--- config.mk ---
export PLATFORM = sky130hd
export DESIGN_NAME = axi_slave_mem_flat
export DESIGN_NICKNAME = d
export VERILOG_FILES = /design/src/rtl/axi_slave_mem_if.sv /design/src/rtl/axi_slave_mem.sv /design/src/flat_wrapper.sv
export SDC_FILE = /design/constraint.sdc
export NUM_CORES = 1
export LEC_CHECK = 0
export CAP_MARGIN = 0
export CORE_MARGIN = 1
export CORE_UTILIZATION = 30
export DETAILED_ROUTE_END_ITERATION = 7
export PLACE_DENSITY = 0.52
export SLEW_MARGIN = 5
export SYNTH_ARGS = -nofsm -noshare
export SYNTH_HDL_FRONTEND = slang
export SYNTH_SLANG_ARGS = --single-unit
--- constraint.sdc ---
create_clock -name aclk -period 5.22 [get_ports aclk]
set_input_delay 0.522 -clock aclk [delete_from_list [all_inputs] [get_ports aclk]]
set_output_delay 0.522 -clock aclk [all_outputs]
set_load 0.005 [all_outputs]
--- src/rtl/axi_slave_mem_if.sv ---
// Single-beat AXI-style bus between a master and axi_slave_mem.
// The slave modport drives the ready lines and both response channels.
interface axi_slave_mem_if;
  logic [3:0]  awid;
  logic [31:0] awadr;
  logic [3:0]  awlen;
  logic [2:0]  awsize;
  logic [1:0]  awburst;
  logic [1:0]  awlock;
  logic [3:0]  awcache;
  logic [2:0]  awprot;
  logic        awvalid;
  logic        awready;

  logic [3:0]  wid;
  logic [31:0] wrdata;
  logic [3:0]  wstrb;
  logic        wlast;
  logic        wvalid;
  logic        wready;

  logic [3:0]  bid;
  logic [1:0]  bresp;
  logic        bvalid;
  logic        bready;

  logic [3:0]  arid;
  logic [31:0] araddr;
  logic [3:0]  arlen;
  logic [2:0]  arsize;
  logic [1:0]  arlock;
  logic [3:0]  arcache;
  logic [2:0]  arprot;
  logic        arvalid;
  logic        arready;

  logic [3:0]  rid;
  logic [31:0] rdata;
  logic [1:0]  rresp;
  logic        rlast;
  logic        rvalid;
  logic        rready;

  modport master (
    output awid, awadr, awlen, awsize, awburst, awlock, awcache, awprot, awvalid,
    input  awready,
    output wid, wrdata, wstrb, wlast, wvalid,
    input  wready,
    input  bid, bresp, bvalid,
    output bready,
    output arid, araddr, arlen, arsize, arlock, arcache, arprot, arvalid,
    input  arready,
    input  rid, rdata, rresp, rlast, rvalid,
    output rready
  );

  modport slave (
    input  awid, awadr, awlen, awsize, awburst, awlock, awcache, awprot, awvalid,
    output awready,
    input  wid, wrdata, wstrb, wlast, wvalid,
    output wready,
    output bid, bresp, bvalid,
    input  bready,
    input  arid, araddr, arlen, arsize, arlock, arcache, arprot, arvalid,
    output arready,
    output rid, rdata, rresp, rlast, rvalid,
    input  rready
  );
endinterface

--- src/rtl/axi_slave_mem.sv ---
// Single-beat AXI slave memory of DEPTH words; AXI_SLAVE_ERR_EN adds SLVERR on out-of-range/bursts.
// Latency: write response 4 cycles after awvalid, read data 2 cycles after arvalid.
// Backpressure: bvalid/rvalid held until bready/rready; no new address accepted meanwhile.
module axi_slave_mem #(
  parameter int DEPTH = 16
) (
  input  logic           aclk,
  input  logic           areset,
  axi_slave_mem_if.slave bus
);
  localparam int AW = $clog2(DEPTH);
  localparam logic [1:0] OKAY   = 2'b00;
  localparam logic [1:0] SLVERR = 2'b10;

  typedef enum logic [2:0] {W_IDLE, W_AACK, W_DATA, W_DACK, W_RESP} w_state_t;
  typedef enum logic [1:0] {R_IDLE, R_AACK, R_DATA} r_state_t;

  w_state_t       w_state, w_state_nx;
  r_state_t       r_state, r_state_nx;
  logic [3:0]     w_id_q, r_id_q;
  logic [AW-1:0]  w_idx_q, r_idx_q;
  logic           w_err_q, r_err_q;
  logic [31:0]    rdata_q;
  logic [31:0]    mem [DEPTH];
  logic           aw_err, ar_err;

`ifdef AXI_SLAVE_ERR_EN
  assign aw_err = (|bus.awadr[31:AW+2]) || (bus.awlen != 4'd0);
  assign ar_err = (|bus.araddr[31:AW+2]) || (bus.arlen != 4'd0);
`else
  // Upper address bits wrap and length is ignored.
  assign aw_err = 1'b0;
  assign ar_err = 1'b0;
  logic unused_cfg;
  assign unused_cfg = ^{bus.awadr[31:AW+2], bus.araddr[31:AW+2], bus.awlen, bus.arlen};
`endif

  logic unused_bus;
  assign unused_bus = ^{bus.awadr[1:0], bus.awsize, bus.awburst, bus.awlock, bus.awcache,
                        bus.awprot, bus.wid, bus.wlast, bus.araddr[1:0], bus.arsize,
                        bus.arlock, bus.arcache, bus.arprot};

  always_ff @(posedge aclk) begin
    if (areset) begin
      w_state <= W_IDLE;
      w_id_q  <= '0;
      w_idx_q <= '0;
      w_err_q <= 1'b0;
    end else begin
      w_state <= w_state_nx;
      if (w_state == W_IDLE && bus.awvalid) begin
        w_id_q  <= bus.awid;
        w_idx_q <= bus.awadr[AW+1:2];
        w_err_q <= aw_err;
      end
    end
  end

  always_comb begin
    w_state_nx  = w_state;
    bus.awready = 1'b0;
    bus.wready  = 1'b0;
    bus.bvalid  = 1'b0;
    bus.bid     = '0;
    bus.bresp   = OKAY;
    case (w_state)
      W_IDLE: if (bus.awvalid) w_state_nx = W_AACK;
      W_AACK: begin
        bus.awready = 1'b1;
        w_state_nx  = W_DATA;
      end
      W_DATA: if (bus.wvalid) w_state_nx = W_DACK;
      W_DACK: begin
        bus.wready = 1'b1;
        w_state_nx = W_RESP;
      end
      W_RESP: begin
        bus.bvalid = 1'b1;
        bus.bid    = w_id_q;
        bus.bresp  = w_err_q ? SLVERR : OKAY;
        if (bus.bready) w_state_nx = W_IDLE;
      end
      default: w_state_nx = W_IDLE;
    endcase
  end

  // Commit happens in the W_DACK cycle; a read registering at the same edge sees the old word.
  always_ff @(posedge aclk) begin
    if (areset) begin
      for (int i = 0; i < DEPTH; i++) mem[i] <= '0;
    end else if (w_state == W_DACK && !w_err_q) begin
      for (int b = 0; b < 4; b++)
        if (bus.wstrb[b]) mem[w_idx_q][8*b +: 8] <= bus.wrdata[8*b +: 8];
    end
  end

  always_ff @(posedge aclk) begin
    if (areset) begin
      r_state <= R_IDLE;
      r_id_q  <= '0;
      r_idx_q <= '0;
      r_err_q <= 1'b0;
      rdata_q <= '0;
    end else begin
      r_state <= r_state_nx;
      if (r_state == R_IDLE && bus.arvalid) begin
        r_id_q  <= bus.arid;
        r_idx_q <= bus.araddr[AW+1:2];
        r_err_q <= ar_err;
      end
      if (r_state == R_AACK) rdata_q <= r_err_q ? 32'h0 : mem[r_idx_q];
    end
  end

  always_comb begin
    r_state_nx  = r_state;
    bus.arready = 1'b0;
    bus.rvalid  = 1'b0;
    bus.rlast   = 1'b0;
    bus.rid     = '0;
    bus.rresp   = OKAY;
    bus.rdata   = '0;
    case (r_state)
      R_IDLE: if (bus.arvalid) r_state_nx = R_AACK;
      R_AACK: begin
        bus.arready = 1'b1;
        r_state_nx  = R_DATA;
      end
      R_DATA: begin
        bus.rvalid = 1'b1;
        bus.rlast  = 1'b1;
        bus.rid    = r_id_q;
        bus.rresp  = r_err_q ? SLVERR : OKAY;
        bus.rdata  = rdata_q;
        if (bus.rready) r_state_nx = R_IDLE;
      end
      default: r_state_nx = R_IDLE;
    endcase
  end
endmodule

--- src/flat_wrapper.sv ---
// flat-port wrapper written by rule: the top's interface ports become plain ports
module axi_slave_mem_flat 
#(
  parameter int DEPTH = 16
)
  (aclk, areset, bus_awid, bus_awadr, bus_awlen, bus_awsize, bus_awburst, bus_awlock, bus_awcache, bus_awprot, bus_awvalid, bus_awready, bus_wid, bus_wrdata, bus_wstrb, bus_wlast, bus_wvalid, bus_wready, bus_bid, bus_bresp, bus_bvalid, bus_bready, bus_arid, bus_araddr, bus_arlen, bus_arsize, bus_arlock, bus_arcache, bus_arprot, bus_arvalid, bus_arready, bus_rid, bus_rdata, bus_rresp, bus_rlast, bus_rvalid, bus_rready);
  axi_slave_mem_if bus_i ();
  input  logic aclk;
  input  logic areset;
  input wire logic [$bits(bus_i.awid)-1:0] bus_awid;
  input wire logic [$bits(bus_i.awadr)-1:0] bus_awadr;
  input wire logic [$bits(bus_i.awlen)-1:0] bus_awlen;
  input wire logic [$bits(bus_i.awsize)-1:0] bus_awsize;
  input wire logic [$bits(bus_i.awburst)-1:0] bus_awburst;
  input wire logic [$bits(bus_i.awlock)-1:0] bus_awlock;
  input wire logic [$bits(bus_i.awcache)-1:0] bus_awcache;
  input wire logic [$bits(bus_i.awprot)-1:0] bus_awprot;
  input wire logic [$bits(bus_i.awvalid)-1:0] bus_awvalid;
  output wire logic [$bits(bus_i.awready)-1:0] bus_awready;
  input wire logic [$bits(bus_i.wid)-1:0] bus_wid;
  input wire logic [$bits(bus_i.wrdata)-1:0] bus_wrdata;
  input wire logic [$bits(bus_i.wstrb)-1:0] bus_wstrb;
  input wire logic [$bits(bus_i.wlast)-1:0] bus_wlast;
  input wire logic [$bits(bus_i.wvalid)-1:0] bus_wvalid;
  output wire logic [$bits(bus_i.wready)-1:0] bus_wready;
  output wire logic [$bits(bus_i.bid)-1:0] bus_bid;
  output wire logic [$bits(bus_i.bresp)-1:0] bus_bresp;
  output wire logic [$bits(bus_i.bvalid)-1:0] bus_bvalid;
  input wire logic [$bits(bus_i.bready)-1:0] bus_bready;
  input wire logic [$bits(bus_i.arid)-1:0] bus_arid;
  input wire logic [$bits(bus_i.araddr)-1:0] bus_araddr;
  input wire logic [$bits(bus_i.arlen)-1:0] bus_arlen;
  input wire logic [$bits(bus_i.arsize)-1:0] bus_arsize;
  input wire logic [$bits(bus_i.arlock)-1:0] bus_arlock;
  input wire logic [$bits(bus_i.arcache)-1:0] bus_arcache;
  input wire logic [$bits(bus_i.arprot)-1:0] bus_arprot;
  input wire logic [$bits(bus_i.arvalid)-1:0] bus_arvalid;
  output wire logic [$bits(bus_i.arready)-1:0] bus_arready;
  output wire logic [$bits(bus_i.rid)-1:0] bus_rid;
  output wire logic [$bits(bus_i.rdata)-1:0] bus_rdata;
  output wire logic [$bits(bus_i.rresp)-1:0] bus_rresp;
  output wire logic [$bits(bus_i.rlast)-1:0] bus_rlast;
  output wire logic [$bits(bus_i.rvalid)-1:0] bus_rvalid;
  input wire logic [$bits(bus_i.rready)-1:0] bus_rready;
  assign bus_i.awid = bus_awid;
  assign bus_i.awadr = bus_awadr;
  assign bus_i.awlen = bus_awlen;
  assign bus_i.awsize = bus_awsize;
  assign bus_i.awburst = bus_awburst;
  assign bus_i.awlock = bus_awlock;
  assign bus_i.awcache = bus_awcache;
  assign bus_i.awprot = bus_awprot;
  assign bus_i.awvalid = bus_awvalid;
  assign bus_awready = bus_i.awready;
  assign bus_i.wid = bus_wid;
  assign bus_i.wrdata = bus_wrdata;
  assign bus_i.wstrb = bus_wstrb;
  assign bus_i.wlast = bus_wlast;
  assign bus_i.wvalid = bus_wvalid;
  assign bus_wready = bus_i.wready;
  assign bus_bid = bus_i.bid;
  assign bus_bresp = bus_i.bresp;
  assign bus_bvalid = bus_i.bvalid;
  assign bus_i.bready = bus_bready;
  assign bus_i.arid = bus_arid;
  assign bus_i.araddr = bus_araddr;
  assign bus_i.arlen = bus_arlen;
  assign bus_i.arsize = bus_arsize;
  assign bus_i.arlock = bus_arlock;
  assign bus_i.arcache = bus_arcache;
  assign bus_i.arprot = bus_arprot;
  assign bus_i.arvalid = bus_arvalid;
  assign bus_arready = bus_i.arready;
  assign bus_rid = bus_i.rid;
  assign bus_rdata = bus_i.rdata;
  assign bus_rresp = bus_i.rresp;
  assign bus_rlast = bus_i.rlast;
  assign bus_rvalid = bus_i.rvalid;
  assign bus_i.rready = bus_rready;
  axi_slave_mem #(.DEPTH(DEPTH)) u_core (.aclk(aclk), .areset(areset), .bus(bus_i));
endmodule
==> impl_summary.log, run 1 <==
[metrics] Internal Dissipation: between 0.008 and 0.009 W
[metrics] IO Pins: about 200
[metrics] final number of hold-violating endpoints: 0
[metrics] ratio of final minimum period to clock period: 65.0%
[metrics] WP data arrival: between 2 and 3 ns
[metrics] die footprint: approximately 88000 um^2
[metrics] overall track demand over capacity in global routing: between 15 and 20%
[metrics] post-layout util: 35.4%
[metrics] top_reg_cell synth: sky130_fd_sc_hd__edfxtp_1
[metrics] total power after layout: 0.0105 W
[metrics] pre-CTS setup slack: 1.86 ns
[metrics] FP Rows: 107
[metrics] number of buffers created by CTS: 67
[metrics] number of buffers inserted by post-CTS setup repair: 0
[metrics] Max-Cap Viols: 0
[metrics] number of hold buffers added after CTS: 0
[metrics] worst r2r src: u_core.w_state[2]
[metrics] part of the total power dissipated in combinational logic: 6.5%
[metrics] Routability Congestion: 0.757
[metrics] status: completed
[metrics] largest clock skew in the final design: about 0.047 ns
[metrics] via count of the first global-routing pass: 15200
[metrics] number of enable-type register cells in the synthesized netlist: 512
[metrics] cell leakage power: 10.8 nW
[metrics] final worst setup slack: ~1.8 ns
[metrics] Gate Count Post-Synth: 1778
[metrics] minimum period implied by the final worst setup slack: 3.39 ns
[metrics] commonest non-fill, non-tap cell in the layout: sky130_fd_sc_hd__and2_1
[metrics] routed length on met2: about 32000 um
[metrics] pin count of the biggest net entering global routing: 69
[metrics] worst setup slack for register-to-register paths: roughly 2.3 ns
[metrics] total vias in the final route: around 15000
[metrics] Seq/Total Area, Yosys: a little over three fifths
[metrics] Horiz. Die Dim: 296 um
[metrics] hold path startpoint: areset
[metrics] routed length per placed instance: roughly 22 um
[metrics] actual transition at the worst max-transition pin: roughly 0.9 ns
[metrics] Synth top area share: 59.1%
[metrics] routed wire length: 66800 um
[metrics] commonest non-fill, non-tap cells in the layout: sky130_fd_sc_hd__and2_1, sky130_fd_sc_hd__edfxtp_1, sky130_fd_sc_hd__clkdlybuf4s50_1, sky130_fd_sc_hd__mux2i_1, sky130_fd_sc_hd__clkbuf_16
[metrics] I/O Buffers: roughly 100
[metrics] number of setup violations in the final report: 0
[metrics] area leader, netlist: sky130_fd_sc_hd__edfxtp_1
[metrics] clock-pin slew on the worst setup and hold paths: about 0.06 ns
[metrics] final net count: 2019
[metrics] Clock Latency Late Sink: 0.61 ns
[metrics] DRT antenna net count: 0
[metrics] Hold Path Class: in2reg
[metrics] xor/xnor share of the synthesized area: 0.0337%
[metrics] placeable core area: 85500 um^2
[metrics] data required time at the worst endpoint: 4.70 ns
[metrics] Relative slew margins: 39.4%
[metrics] mux contribution to synthesized area: 13.3%
[metrics] main combinational cell family by area after synthesis: simple AND/OR/NAND/NOR gates
[metrics] Resize count post-CTS: 0
[metrics] number of DRC violations after detailed routing: 0
[metrics] switching power of the nets: 0.00240 W
[metrics] worst setup path class: reg2out
[metrics] number of non-filler instances in the completed layout: 3061
[metrics] Initial DRC Count: 901
[metrics] overflow left after global routing: 0
[metrics] hold path endpoint: u_core.w_id_q[0]
[metrics] Met3 Wirelength: 3220 um
[metrics] post-synthesis cell type count: 37
[metrics] Via-to-Cell Ratio: approximately 4.8
[metrics] RSZ-0062 raised after global routing: false
[metrics] number of antenna violations at the first check in global routing: 1
[metrics] drt first pass iters: 7
[metrics] portion of total power attributed to the clock network: 44.1%
[metrics] worst-case vdd ir drop: 208 uV
[metrics] Synth Area per Inst: around 15 um^2
[metrics] hold depth: 2
[metrics] maximum buffer depth of the clock tree: 3
[metrics] pwr dens: 346 nW/um^2
[metrics] metal1 wirelength: 29300 um
[metrics] number of synthesized register bits: 565
[metrics] most area-consuming cells after synthesis: sky130_fd_sc_hd__edfxtp_1, sky130_fd_sc_hd__and2_1, sky130_fd_sc_hd__mux4_1, sky130_fd_sc_hd__dfxtp_1, sky130_fd_sc_hd__mux4_2
[metrics] cell chosen for the clock root: sky130_fd_sc_hd__clkbuf_16
[metrics] switch share: 22.9%
[metrics] clock tree from TritonCTS: built
[metrics] worst r2r path cells: 4
[metrics] layout cells sized above 1: between 15 and 20%
[metrics] proportion of power drawn by flip-flops and latches: about 50%
[metrics] placed wire-length estimate after detailed placement: about 43000 um
[metrics] global-route wire length before repair: between 90000 and 100000 um
[metrics] number of pins with negative max-slew slack in the final report: 0
[metrics] Syn. warnings: 0
[metrics] Max H-tree Level: 3
[metrics] area overhead of the layout relative to synthesis: 16.6%
[metrics] Total Negative Setup Slacks: 0 ns
[metrics] ys async rst share: 0%
[metrics] Fillers: 8087
[metrics] cell area after technology mapping: roughly 26000 um^2
[metrics] post-synthesis compound-gate area fraction: 3.28%
[metrics] sinks on the clock net: 565
[metrics] maximum clock frequency: 0.295 GHz
[metrics] highest net fanout along the worst path: 23
[metrics] chip height: 296 um
[metrics] adder-cell share of the synthesized area: 0%
[metrics] worst r2r dst: u_core.mem[9][13]
[metrics] effective utilization at floorplan: around 30%
[metrics] Worst setup SP type: flop
[metrics] post-synthesis simple-gate area fraction: 17.9%
[metrics] top layer used by detailed routing: met4
[metrics] nature of the critical path endpoint: output pin
[metrics] Cell Count Post-Placement: 2940
-- synth_stat cells (2+ instances only) --
master and number:
sky130_fd_sc_hd__a211oi_1 2, sky130_fd_sc_hd__a21oi_1 10, sky130_fd_sc_hd__a22oi_1 52, sky130_fd_sc_hd__a22oi_2 12, sky130_fd_sc_hd__and2_1 554, sky130_fd_sc_hd__buf_1 2
sky130_fd_sc_hd__buf_2 23, sky130_fd_sc_hd__buf_4 13, sky130_fd_sc_hd__buf_6 9, sky130_fd_sc_hd__clkbuf_1 64, sky130_fd_sc_hd__dfxtp_1 53, sky130_fd_sc_hd__edfxtp_1 512
sky130_fd_sc_hd__inv_1 3, sky130_fd_sc_hd__mux2_2 32, sky130_fd_sc_hd__mux2i_1 75, sky130_fd_sc_hd__mux4_1 53, sky130_fd_sc_hd__mux4_2 42, sky130_fd_sc_hd__nand2_1 63
sky130_fd_sc_hd__nand2b_1 2, sky130_fd_sc_hd__nand3_1 6, sky130_fd_sc_hd__nor2_1 37, sky130_fd_sc_hd__nor2_2 40, sky130_fd_sc_hd__nor2b_1 9, sky130_fd_sc_hd__nor3_1 4
sky130_fd_sc_hd__o211ai_1 31, sky130_fd_sc_hd__or2_2 64
-- layout make-up --
class	instances	area, um^2	area share [%]
flip-flops and latches	565	16400	54.2
multi-input cells	1101	9020	29.8
clock buffers	82	1800	5.93
well taps	1144	1430	4.72
repair buffers	127	1240	4.08
clock inverters	37	372	1.23
inverters	3	11.3	0.0371
diodes	2	5.00	0.0165
-- worst max-delay path, cell delays in order, from the launching register on --
cell	delay (ns)
sky130_fd_sc_hd__dfxtp_1	0.37
sky130_fd_sc_hd__nor2b_4	0.59
sky130_fd_sc_hd__buf_4	0.43
sky130_fd_sc_hd__and2_1	0.30
sky130_fd_sc_hd__clkdlybuf4s50_1	0.56
-- through the flow --
step	area, um^2	hold WS, ns
after global placement	28100	0.457
final	30300	0.350
after detailed placement	28100	0.450
after floorplan	26000	0.418
after global routing	30300	0.352
after CTS	30300	0.320
-- power by group through the flow --
stage | combinational, W | sequential [W] | clock (W)
global route | 0.000737 | 0.00519 | 0.00487
CTS | 0.000700 | 0.00517 | 0.00472
detailed placement | 0.000698 | 0.00527 | 0
finish | 0.000684 | 0.00517 | 0.00462
floorplan | 0.000459 | 0.00521 | 0
global placement | 0.000692 | 0.00526 | 0
-- flip-flops by register name (all words and copies together) (netlist names) --
name	flops
u_core.mem	512
u_core.r_id_q	4
u_core.r_idx_q	4
u_core.r_state	2
u_core.rdata_q	32
u_core.w_id_q	4
u_core.w_idx_q	4
u_core.w_state	3
-- per-layer routing --
metal,GRT usage (%),vias up
li1,-,6693
met1,19.9,7400
met2,25.9,381
met3,2.52,106
met4,5.39,0
met5,0,-
-- logic make-up (layout without fill, tap and decap cells) --
logic type | after synthesis | after routing
compound gates | 109 | 109
xor+xnor | 1 | 1
buf+inv | 115 | 249
flops | 565 | 565
mux | 202 | 202
other cells | 1 | 6
simple gates | 785 | 785
-- worst max-delay path by stage --
stage / slack (ns) / endpoint / depth (start not counted) / startpoint
floorplan: 3.18 / u_core.mem[6][16] / 6 / areset
global placement: 1.91 / u_core.mem[9][12] / 5 / areset
detailed placement: 1.86 / u_core.mem[9][12] / 5 / areset
CTS: 1.71 / bus_rdata[23] / 4 / u_core.r_state[1]
global route: 1.66 / bus_rdata[23] / 4 / u_core.r_state[1]
finish: 1.83 / bus_rdata[23] / 4 / u_core.r_state[1]
Power figures use the tool's default switching activity.
==> run 2, diff against run 1 <==
Settings changed: PLACE_DENSITY 0.52 to 0.53.
Clock period 5.22 ns to 3 ns, I/O delays scaled along.
==> run 2 against run 1 <==
Count of clock-buffer cells in the layout increased by 3. Critical path depth unchanged. Non-clock buffer count increased by 53. Clock skew decreased by 0.022 ns. Die area unchanged. Core utilization increased by 0.41 points. Cell count increased by 1.6%. Global-route usage about the same. Worst hold slack got worse by 0.14 ns. Setup slack got worse by 1.5 ns. Via count increased by 1.0%. Wire length increased by 0.63%.
==> impl_summary.log, run 2 (same netlist as run 1, synthesis figures left out) <==
[metrics] Cell Count Post-Placement: 2991 (+1.7%)
[metrics] Initial DRC Count: 961 (+6.7%)
[metrics] switching power of the nets: 0.00406 W (+69%)
[metrics] largest clock skew in the final design: 0.0253 ns (-0.0216 ns)
[metrics] commonest non-fill, non-tap cells in the layout: sky130_fd_sc_hd__and2_1, sky130_fd_sc_hd__edfxtp_1, sky130_fd_sc_hd__clkdlybuf4s50_1, sky130_fd_sc_hd__mux2i_1, sky130_fd_sc_hd__buf_4
[metrics] Internal Dissipation: 0.0139 W (+72%)
[metrics] worst setup path class: reg2out
[metrics] chip height: 296 um (unchanged)
[metrics] routed wire length: 67300 um (+0.63%)
[metrics] Via-to-Cell Ratio: 4.74 (-0.58%)
[metrics] cell-by-cell listing of the critical path: nor2b_4 -> buf_12 -> and2_1 -> clkdlybuf4s50_1
[metrics] Relative slew margins: 38.6% (-0.81 points)
[metrics] global-route wire length before repair: 98700 um (+0.53%)
[metrics] status: completed
[metrics] actual transition at the worst max-transition pin: 0.921 ns (+0.0144 ns)
[metrics] hold depth: 3 (+1)
[metrics] RSZ-0062 raised after global routing: false
[metrics] via count of the first global-routing pass: 15300 (+0.53%)
[metrics] Max H-tree Level: 2 (-1)
[metrics] cell chosen for the clock root: sky130_fd_sc_hd__clkbuf_16
[metrics] total power after layout: 0.0179 W (+71%)
[metrics] Routability Congestion: 0.784 (+3.5%)
[metrics] final worst setup slack: 0.341 ns (-1.49 ns)
[metrics] number of DRC violations after detailed routing: 0 (unchanged)
[metrics] worst r2r path cells: 6 (+2)
[metrics] worst r2r src: u_core.w_state[2]
[metrics] part of the total power dissipated in combinational logic: 7.1% (+0.6 points)
[metrics] placeable core area: 85500 um^2 (unchanged)
[metrics] Largest stage delay, worst path: 0.56 ns (-0.03 ns)
[metrics] nature of the critical path endpoint: output pin
[metrics] pre-CTS setup slack: 0.407 ns (-1.45 ns)
[metrics] registers with the most flip-flops: u_core.mem: 512 flops, u_core.rdata_q: 32 flops
[metrics] drt first pass iters: 5 (-2)
[metrics] overflow left after global routing: 0 (unchanged)
[metrics] hold path endpoint: u_core.w_id_q[1]
[metrics] clock-pin slew on the worst setup and hold paths: 0.06 ns (about the same)
[metrics] pwr dens: 585 nW/um^2 (+69%)
[metrics] area overhead of the layout relative to synthesis: 18.0%
[metrics] ratio of final minimum period to clock period: 88.6%
[metrics] Largest register FFs: 512 (unchanged)
[metrics] Resize count post-CTS: 0 (unchanged)
[metrics] commonest non-fill, non-tap cell in the layout: sky130_fd_sc_hd__and2_1
[metrics] FP Rows: 107 (unchanged)
[metrics] data required time at the worst endpoint: 2.70 ns (-2.00 ns)
[metrics] number of setup violations in the final report: 0 (unchanged)
[metrics] Clock Latency Late Sink: 0.64 ns (+0.03 ns)
[metrics] die footprint: 87800 um^2 (unchanged)
[metrics] pin count of the biggest net entering global routing: 67 (-2.9%)
[metrics] portion of total power attributed to the clock network: 42.9% (-1.2 points)
[metrics] number of hold buffers added after CTS: 0 (unchanged)
[metrics] I/O Buffers: 104 (unchanged)
[metrics] highest net fanout along the worst path: 10 (-57%)
[metrics] number of buffers created by CTS: 61 (-9.0%)
[metrics] clock tree from TritonCTS: built
[metrics] switch share: 22.7% (-0.29 points)
[metrics] overall track demand over capacity in global routing: 15.4% (about the same)
[metrics] number of non-filler instances in the completed layout: 3110 (+1.6%)
[metrics] final net count: 2066 (+2.3%)
[metrics] worst setup slack for register-to-register paths: 0.47 ns (-1.83 ns)
[metrics] WP data arrival: 2.36 ns (-0.51 ns)
[metrics] worst-case vdd ir drop: 424 uV (+100%)
[metrics] Horiz. Die Dim: 296 um (unchanged)
[metrics] final number of hold-violating endpoints: 0 (unchanged)
[metrics] hold slack final: 0.212 ns (-0.138 ns)
[metrics] maximum clock frequency: 0.376 GHz
[metrics] number of buffers inserted by post-CTS setup repair: 2 (+2)
[metrics] placed wire-length estimate after detailed placement: 45500 um (+4.9%)
[metrics] sinks on the clock net: 565 (unchanged)
[metrics] cell leakage power: 11.0 nW (+2.2%)
[metrics] hold path startpoint: bus_awid[1]
[metrics] routed length per placed instance: 21.6 um (-0.95%)
[metrics] IO Pins: 204 (unchanged)
[metrics] DRT antenna net count: 0 (unchanged)
[metrics] worst-path cell with the longest stage delay: sky130_fd_sc_hd__clkdlybuf4s50_1
[metrics] Max-Cap Viols: 0 (unchanged)
[metrics] minimum period implied by the final worst setup slack: between 2 and 3 ns
[metrics] worst r2r dst: u_core.mem[10][24]
[metrics] Worst setup SP type: flop
[metrics] proportion of power drawn by flip-flops and latches: 50.0% (+0.6 points)
[metrics] Hold Path Class: in2reg
[metrics] total vias in the final route: 14700 (+1.0%)
[metrics] register bank with the most flops: u_core.mem
[metrics] number of pins with negative max-slew slack in the final report: 0 (unchanged)
[metrics] layout cells sized above 1: 18.7% (+2.2 points)
[metrics] effective utilization at floorplan: 30.4% (unchanged)
[metrics] maximum buffer depth of the clock tree: 3 (unchanged)
[metrics] number of antenna violations at the first check in global routing: 1 (unchanged)
[metrics] Total Negative Setup Slacks: 0 ns (unchanged)
## run 2: worst max-delay path by stage
stage / start / to / cells after the start
3_5_place_dp: areset / u_core.mem[10][28] / 7
5_1_grt: u_core.r_state[1] / bus_rdata[0] / 4
3_3_place_gp: areset / u_core.mem[10][24] / 7
6_report: u_core.r_state[1] / bus_rdata[22] / 4
2_1_floorplan: areset / u_core.mem[6][16] / 6
4_1_cts: u_core.r_state[1] / bus_rdata[22] / 4
## run 2: per-layer routing
layer	GRT usage [%]	vias to the layer above	share of wire [%]
li1	-	6771	-
met1	20.3	7534	44
met2	26.0	327	49
met3	2.37	96	4.7
met4	4.48	0	2.6
met5	0	-	0
## run 2: cell type report
cell class,count,area [um^2]
diodes,1,2.50
flip-flops and latches,565,16400
clock inverters,31,368
fillers,8062,54900
repair buffers,180,1710
clock buffers,85,1680
multi-input cells,1101,9020
inverters,3,11.3
well taps,1144,1430
## run 2: power by group through the flow
stage	logic, W	clock network, W	registers [W]
after floorplan	0.000799	0	0.00906
after global placement	0.00126	0	0.00912
after detailed placement	0.00128	0	0.00914
after CTS	0.00129	0.00785	0.00897
after global routing	0.00135	0.00813	0.00900
final	0.00127	0.00769	0.00897
## run 2: critical path: cells and delay by family, from the launching register on
family	cells	cell delay, ns
and+or+nand+nor	2	0.60
buffers and inverters	2	0.75
DFF	1	0.36
## run 2: stage by stage
step | utilization (%) | instance area [um^2]
CTS | 35.8 | 30700
floorplan | - | 26000
global route | 35.8 | 30700
detailed placement | 33.4 | 28600
global placement | 33.4 | 28600
finish | 35.8 | 30700
==> run 3, diff against run 2 <==
Settings changed: CTS_CLUSTER_SIZE set to 28.
==> results of run 3 <==
The final DEF is identical to that of run 2; final timing and power are the same.
